--- config.mk ---
export PLATFORM = sky130hd
export DESIGN_NAME = conv2_bias_relu
export DESIGN_NICKNAME = d
export VERILOG_FILES = /design/src/rtl/conv2_bias_relu.sv
export SDC_FILE = /design/constraint.sdc
export NUM_CORES = 1
export LEC_CHECK = 0
export CAP_MARGIN = 20
export CORE_UTILIZATION = 30
export DETAILED_ROUTE_END_ITERATION = 10
export GPL_ROUTABILITY_DRIVEN = 0
export SYNTH_ARGS = -nofsm -noshare
export SYNTH_HDL_FRONTEND = slang
export SYNTH_SLANG_ARGS = --single-unit
--- constraint.sdc ---
create_clock -name clk -period 4.13 [get_ports clk]
set_input_delay 0.413 -clock clk [delete_from_list [all_inputs] [get_ports clk]]
set_output_delay 0.413 -clock clk [all_outputs]
set_load 0.02 [all_outputs]
--- src/rtl/conv2_bias_relu.sv ---
// Conv2 post-accumulation stage: captures the per-channel biases, then runs
// each accumulated sum through bias add, ReLU, right-shift requantize and saturation.
module conv2_bias_relu #(
  parameter int bias_width = 8,
  parameter int sum_width  = 20,
  parameter int out_width  = 8,
  parameter int ch_num     = 18,
  parameter int shift      = 4
) (
  input  logic                        clk,
  input  logic                        rst,
  input  logic                        c2_b_en,
  input  logic [bias_width-1:0]       c2_b,
  input  logic                        sum_valid,
  input  logic [4:0]                  sum_ch,
  input  logic signed [sum_width-1:0] sum_data,
  output logic                        bias_ready,
  output logic                        out_valid,
  output logic [4:0]                  out_ch,
  output logic [out_width-1:0]        out_data,
  output logic                        err_early,
  output logic                        err_ch
);

  localparam int acc_width = sum_width + 1;
  localparam logic [4:0] ch_last = 5'(ch_num - 1);
  localparam logic [4:0] ch_lim  = 5'(ch_num);
  localparam logic [acc_width-1:0] act_max =
    {{(acc_width-out_width){1'b0}}, {out_width{1'b1}}};

  typedef enum logic {LOAD, RUN} state_t;

  state_t state_reg, state_next;
  logic [4:0] load_ptr_reg;
  logic [bias_width-1:0] bias_mem [ch_num];

  logic bias_wr, accept, sample_early, ch_ok;

  // S1 stage
  logic                        s1_valid_reg;
  logic [4:0]                  s1_ch_reg;
  logic signed [sum_width-1:0] s1_sum_reg;
  logic                        s1_bias_ok_reg;
  logic [bias_width-1:0]       s1_bias_reg;

  // S2 stage
  logic                        s2_valid_reg;
  logic [4:0]                  s2_ch_reg;
  logic signed [acc_width-1:0] acc_reg;

  logic signed [acc_width-1:0] bias_ext, sum_ext;
  logic [acc_width-1:0]        q;
  logic [out_width-1:0]        act;

  assign ch_ok = (sum_ch < ch_lim);

  always_comb begin
    state_next   = state_reg;
    bias_wr      = 1'b0;
    accept       = 1'b0;
    sample_early = 1'b0;
    case (state_reg)
      LOAD: begin
        bias_wr      = c2_b_en;
        sample_early = sum_valid;
        if (c2_b_en && load_ptr_reg == ch_last) state_next = RUN;
      end
      RUN: begin
        accept = sum_valid;
      end
      default: state_next = LOAD;
    endcase
  end

  always_ff @(posedge clk or posedge rst) begin
    if (rst) begin
      state_reg    <= LOAD;
      load_ptr_reg <= '0;
      err_early    <= 1'b0;
      err_ch       <= 1'b0;
    end else begin
      state_reg <= state_next;
      if (bias_wr) load_ptr_reg <= load_ptr_reg + 5'd1;
      if (sample_early) err_early <= 1'b1;
      if (accept && !ch_ok) err_ch <= 1'b1;
    end
  end

  assign bias_ready = (state_reg == RUN);

  // Bias storage has no reset: it is always reloaded before RUN, and the
  // registered read keeps it mappable to block RAM.
  always_ff @(posedge clk) begin
    if (bias_wr) bias_mem[load_ptr_reg] <= c2_b;
    s1_bias_reg <= bias_mem[sum_ch];
  end

  always_ff @(posedge clk or posedge rst) begin
    if (rst) begin
      s1_valid_reg   <= 1'b0;
      s1_ch_reg      <= '0;
      s1_sum_reg     <= '0;
      s1_bias_ok_reg <= 1'b0;
      s2_valid_reg   <= 1'b0;
      s2_ch_reg      <= '0;
      acc_reg        <= '0;
      out_valid      <= 1'b0;
      out_ch         <= '0;
      out_data       <= '0;
    end else begin
      s1_valid_reg   <= accept;
      s1_ch_reg      <= sum_ch;
      s1_sum_reg     <= sum_data;
      s1_bias_ok_reg <= ch_ok;
      s2_valid_reg   <= s1_valid_reg;
      s2_ch_reg      <= s1_ch_reg;
      acc_reg        <= sum_ext + bias_ext;
      out_valid      <= s2_valid_reg;
      if (s2_valid_reg) begin
        out_ch   <= s2_ch_reg;
        out_data <= act;
      end
    end
  end

  // Out-of-range channels read garbage from the array; the bias is forced to 0.
  assign bias_ext = s1_bias_ok_reg ?
    {{(acc_width-bias_width){s1_bias_reg[bias_width-1]}}, s1_bias_reg} : '0;
  assign sum_ext  = {s1_sum_reg[sum_width-1], s1_sum_reg};

  always_comb begin
    q   = acc_reg >>> shift;
    act = '0;
    if (!acc_reg[acc_width-1]) begin
      if (q > act_max) act = act_max[out_width-1:0];
      else             act = q[out_width-1:0];
    end
  end

endmodule

==> Yosys cells after proc, flatten, opt, wreduce, memory -nomap -nowiden <==
Memory sizes are Yosys's and may differ from the RTL's. A register that Yosys moved wholly into a read port is not among the register bits.
Cells that the tools add are included.
{ "op_classes": {"addsub": 2, "order_cmp": 2, "eq_ne": 1, "mux": 10, "reduce_logical": 3} }
{ "ops": {"columns": ["op", "count"], "rows": [
  ["adder 20 x 21 -> 21 bit", 1],
  ["greater-than comparator 21 x 8 -> 1 bit (second input constant)", 1],
  ["two-way mux 21 bit", 1],
  ["two-way mux 8 bit", 2],
  ["two-way mux 1 bit", 7],
  ["adder 5 x 1 -> 5 bit (second input constant)", 1],
  ["== test 5 bit (second input constant)", 1],
  ["< comparator 5 bit (second input constant)", 1],
  ["logical AND 1 bit", 2],
  ["logical NOT 1 bit", 1]
]} }
{ "totals": {"reg_bits": 76, "ram_bits": 144, "input_bits": 37, "output_inout_bits": 17, "elab_cells": 33, "memories": 1} }
{ "mem_list": {"columns": ["memory", "words", "width", "rd", "rd_ports_with_merged_regs", "write_ports", "line", "text"], "rows": [
  ["bias_mem", 18, 8, 1, 1, 1, "35", "logic [bias_width-1:0] bias_mem [ch_num];"]
]} }

==> Depth between registers and ports, before layout <==
{ "depth": {"ltp_word": 4, "mapped_depth": 9, "mapped_depth_nobuf": 8} }

==> Worst setup path after synthesis <==
OpenSTA, ideal clock, no wires.
{ "synth_timing": {"path_kind": "reg-to-reg", "startpoint": "register s1_bias_ok_reg", "endpoint": "register acc_reg[17]", "setup_ps": 79, "arrival_ps": 2066, "t_required_ps": 4051, "path_slack_ps": 1984, "path_stages_with_launch": 9, "n_path_buf": 0, "path_cell_list": "dfrtp_1 -> and2_1 -> ha_1 -> o21a_1 -> o2bb2ai_1 -> o21ai_1 -> o311a_1 -> o32ai_1 -> xor2_1"} }
{ "synth_via": {"elab_chain_len": 2} }
{ "synth_rtl": {"columns": ["item", "line", "text"], "rows": [
  ["start: declaration", "43", "logic s1_bias_ok_reg;"],
  ["start signal: assignment", "114", "s1_bias_ok_reg <= ch_ok;"],
  ["two-way mux 21 bit", "127", "assign bias_ext = s1_bias_ok_reg ?"],
  ["adder 20 x 21 -> 21 bit", "117", "acc_reg <= sum_ext + bias_ext;"],
  ["end signal: assignment", "117", null],
  ["end: declaration", "49", "logic signed [acc_width-1:0] acc_reg;"]
]} }
Every way passes these cells.
A chain may end at the register's enable or synchronous reset.

==> Worst setup path after layout <==
Same ends and word-level chain as after synthesis.

==> flow_summary_export.csv <==
group,metric,value,unit
timing,skew,0.00766,ns
clock_network,cts_tree,"yes",
finish,areaGrowthSynthToFinish,20.7,%
floorplanning,ioPinCount,54,
setup_path,cp.required,4.57,ns
finish,diodes,0,
finish,fillers,2638,
finish,largest_reg_flops,144,
setup_path,cp_slowest_stage_delay,0.45,ns
floorplanning,die_x,173,µm
setup_path,r2r_start,"s1_bias_ok_reg",
timing,rsz0062_at_grt,"false",
logic_synthesis,synthArstFlopShare,0.321,
clock_network,postCtsHoldBufs,0,
timing,period_needed,2.77,ns
detailed_routing,routedWlPerCell,18.0,µm
global_routing,track_usage,0.121,
power,p_leak,3.72,nW
clock_network,ctsResizeCount,0,
detailed_routing,wirelength,17500,µm
run,max_cap_viol_count,0,
finish,design_area,10600,µm²
logic_synthesis,synth_edf_count,144,
global_routing,grt_pass1_wl,28100,µm
timing,max_freq,361,MHz
setup_path,worst-setup-path-type,"reg -> reg",
timing,final-setup-viol-count,0,
timing,post-route-period-util,0.671,
placement,io_buffers,53,
setup_path,cp_max_fo,13,
setup_path,rr_worst_depth,8,
finish,final_util,0.369,
run_status,status,"completed",
clock_network,ctsHtreeMaxLevel,1,
placement,dp_worst_setup_slack,1.24,ns
logic_synthesis,synth_seq_cells,224,
logic_synthesis,syn_area,8780,µm²
clock_network,clk_latency,0.52,ns
finish,drive_above_1_share,0.199,
setup_path,r2r_setup_slack,1.36,ns
setup_path,startpoint_type,"flop",
floorplanning,rows,62,
detailed_routing,drc_errors,0,
logic_synthesis,ys.flop_type,"edfxtp_1",
timing,setup_slack,1.36,ns
logic_synthesis,ys_warn_count,0,
clock_network,cts-root-buf,"clkbuf_16",
setup_path,critPathArrivalTime,3.21,ns
setup_path,crit_slowest_cell,"dfrtp_1",
hold_path,worstHoldPathType,"in -> async",
global_routing,antenna_found_initial,0,
power,pwr_density_cell,477,nW/µm²
timing,fin_tns_setup,0,ns
clock_network,cts_buffers,24,
placement,dpl_cell_area,9760,µm²
logic_synthesis,seq_area_frac_synth,0.716,
global_routing,grt_pass1_vias,4984,
clock_network,cts_setup_buffers,0,
timing,worst_pin_slew,1.03,ns
global_routing,grt_overflow_total,0,
clock_network,cts_sinks,224,
timing,finalHoldViolations,0,
clock_network,clk_path_buf_depth,3,
logic_synthesis,yosysUniqueCellTypes,52,
detailed_routing,drt_first_iter_violations,390,
clock_network,clk_pin_slew,0.06,ns
finish,nets,623,
setup_path,crit_chain,"and2_1 -> ha_1 -> o21a_1 -> o2bb2ai_1 -> o21ai_1 -> o311a_1 -> o32ai_1 -> xor2_1",
detailed_routing,drtAntennaViolNets,0,
detailed_routing,vias,4579,
power,ir_worst_vdd,0.260,mV
timing,finalMaxSlewViolations,0,
logic_synthesis,syn_inst,509,
floorplanning,dieArea,29900,µm²
logic_synthesis,synth_area_per_cell,17.2,µm²
setup_path,reg2reg_to,"acc_reg[17]",
floorplanning,initial_core_util,0.306,
placement,post-dp-hpwl,11800,µm
timing,max_slew_margin,0.312,
floorplanning,die_h,173,µm
setup_path,endpoint_kind,"flop",
global_routing,grt_max_degree,48,
detailed_routing,via_per_inst,4.69,
floorplanning,core_area,28700,µm²
logic_synthesis,syn_nets,557,
detailed_routing,dr.pass1.iters,4,
## placed cells by master, fill, tap and decap left out, types with 4 or more instances in the layout
cell	n
mux4_2	40
o21ai_0	5
dfxtp_1	8
clkbuf_16	25
nand2_1	16
a21oi_1	19
nor2_1	31
mux2i_1	11
inv_1	12
and2_1	6
edfxtp_1	144
xor2_1	4
or4_1	4
nand4_1	5
mux2_2	14
xnor2_1	17
buf_4	11
nor3_1	11
ha_1	11
dfrtp_1	72
nor4_1	5
nand3_1	6
clkdlybuf4s50_1	52
## critical path, delay by kind of cell, from the launching register on
kind	cells	cell delay [ns]
AO/OA/AOI/OAI	5	1.63
XOR/XNOR	1	0.17
adder cells (fa/ha/maj)	1	0.27
flip-flops	1	0.45
AND/OR/NAND/NOR	1	0.18
## layout make-up
class / instances / area (µm²) / area share
Sequential cell: 224 / 6290 / 0.593
Timing Repair Buffer: 66 / 633 / 0.0597
Inverter: 14 / 52.6 / 0.00496
Tap cell: 384 / 480 / 0.0453
Clock inverter: 14 / 156 / 0.0148
Multi-Input combinational cell: 245 / 2330 / 0.220
Clock buffer: 29 / 661 / 0.0623
## metrics by stage
| step | hold slack (ns) | std cells | power, W |
|---|---|---|---|
| 2_1_floorplan | 0.331 | 509 | 0.00277 |
| 5_1_grt | 0.144 | 976 | 0.00522 |
| 3_5_place_dp | 0.339 | 932 | 0.00292 |
| 6_report | 0.138 | 976 | 0.00505 |
| 4_1_cts | 0.318 | 975 | 0.00510 |
| 3_3_place_gp | 0.332 | 931 | 0.00291 |
## logic make-up after synthesis
kind of cell    synth area share
mux                        0.133
flops                      0.716
compound gates            0.0348
xor+xnor                  0.0210
fa+ha+maj                 0.0157
simple gates              0.0606
buf+inv                   0.0185
## routing by layer
metal,up-vias,global-route usage,wire length [µm]
met2,133,0.215,8980
met1,2326,0.147,7160
met4,0,0.0387,414
met3,35,0.0237,957
li1,2085,-,-
met5,-,0,0
## cell usage after synthesis (2+ instances only)
| master | number | share of area |
|---|---|---|
| xor2_1 | 4 | 0.0040 |
| nor2_1 | 31 | 0.013 |
| nand2_1 | 16 | 0.0068 |
| o32ai_1 | 3 | 0.0030 |
| dfxtp_1 | 8 | 0.018 |
| a21oi_1 | 19 | 0.011 |
| or3b_2 | 2 | 0.0020 |
| nor3b_1 | 3 | 0.0026 |
| a21o_1 | 3 | 0.0026 |
| buf_1 | 2 | 0.00086 |
| nand4_1 | 5 | 0.0036 |
| nand3_1 | 6 | 0.0034 |
| and2_1 | 6 | 0.0043 |
| xnor2_1 | 17 | 0.017 |
| buf_2 | 7 | 0.0040 |
| nor3_1 | 11 | 0.0063 |
| a31oi_1 | 2 | 0.0014 |
| mux2_2 | 14 | 0.018 |
| mux2i_1 | 11 | 0.013 |
| mux4_2 | 40 | 0.10 |
| nand2b_1 | 2 | 0.0014 |
| o21bai_1 | 2 | 0.0017 |
| nand3b_1 | 2 | 0.0017 |
| ha_1 | 11 | 0.016 |
| dfrtp_1 | 72 | 0.21 |
| or4_1 | 4 | 0.0034 |
| inv_1 | 13 | 0.0056 |
| o21ai_0 | 5 | 0.0029 |
| clkbuf_1 | 16 | 0.0068 |
| or3_1 | 2 | 0.0014 |
| edfxtp_1 | 144 | 0.49 |
| or2_2 | 2 | 0.0014 |
| nor4_1 | 5 | 0.0036 |
## power breakdown
group          leakage, nW  switching, W  internal [W]  total [W]
registers             2.20     0.0000442       0.00246    0.00251
logic                 1.13      0.000186      0.000183   0.000369
clock network        0.392      0.000850       0.00133    0.00218
## worst max-delay path by stage
stage | to | slack [ns] | start
after floorplan | acc_reg[10] | 1.89 | rst
after global placement | bias_mem[14][0] | 1.35 | c2_b_en
after detailed placement | bias_mem[14][3] | 1.24 | c2_b_en
after CTS | acc_reg[17] | 1.35 | s1_bias_ok_reg
after global routing | acc_reg[17] | 1.11 | s1_bias_ok_reg
final | acc_reg[17] | 1.36 | s1_bias_ok_reg
No activity file was read; power rests on OpenSTA's default activity.
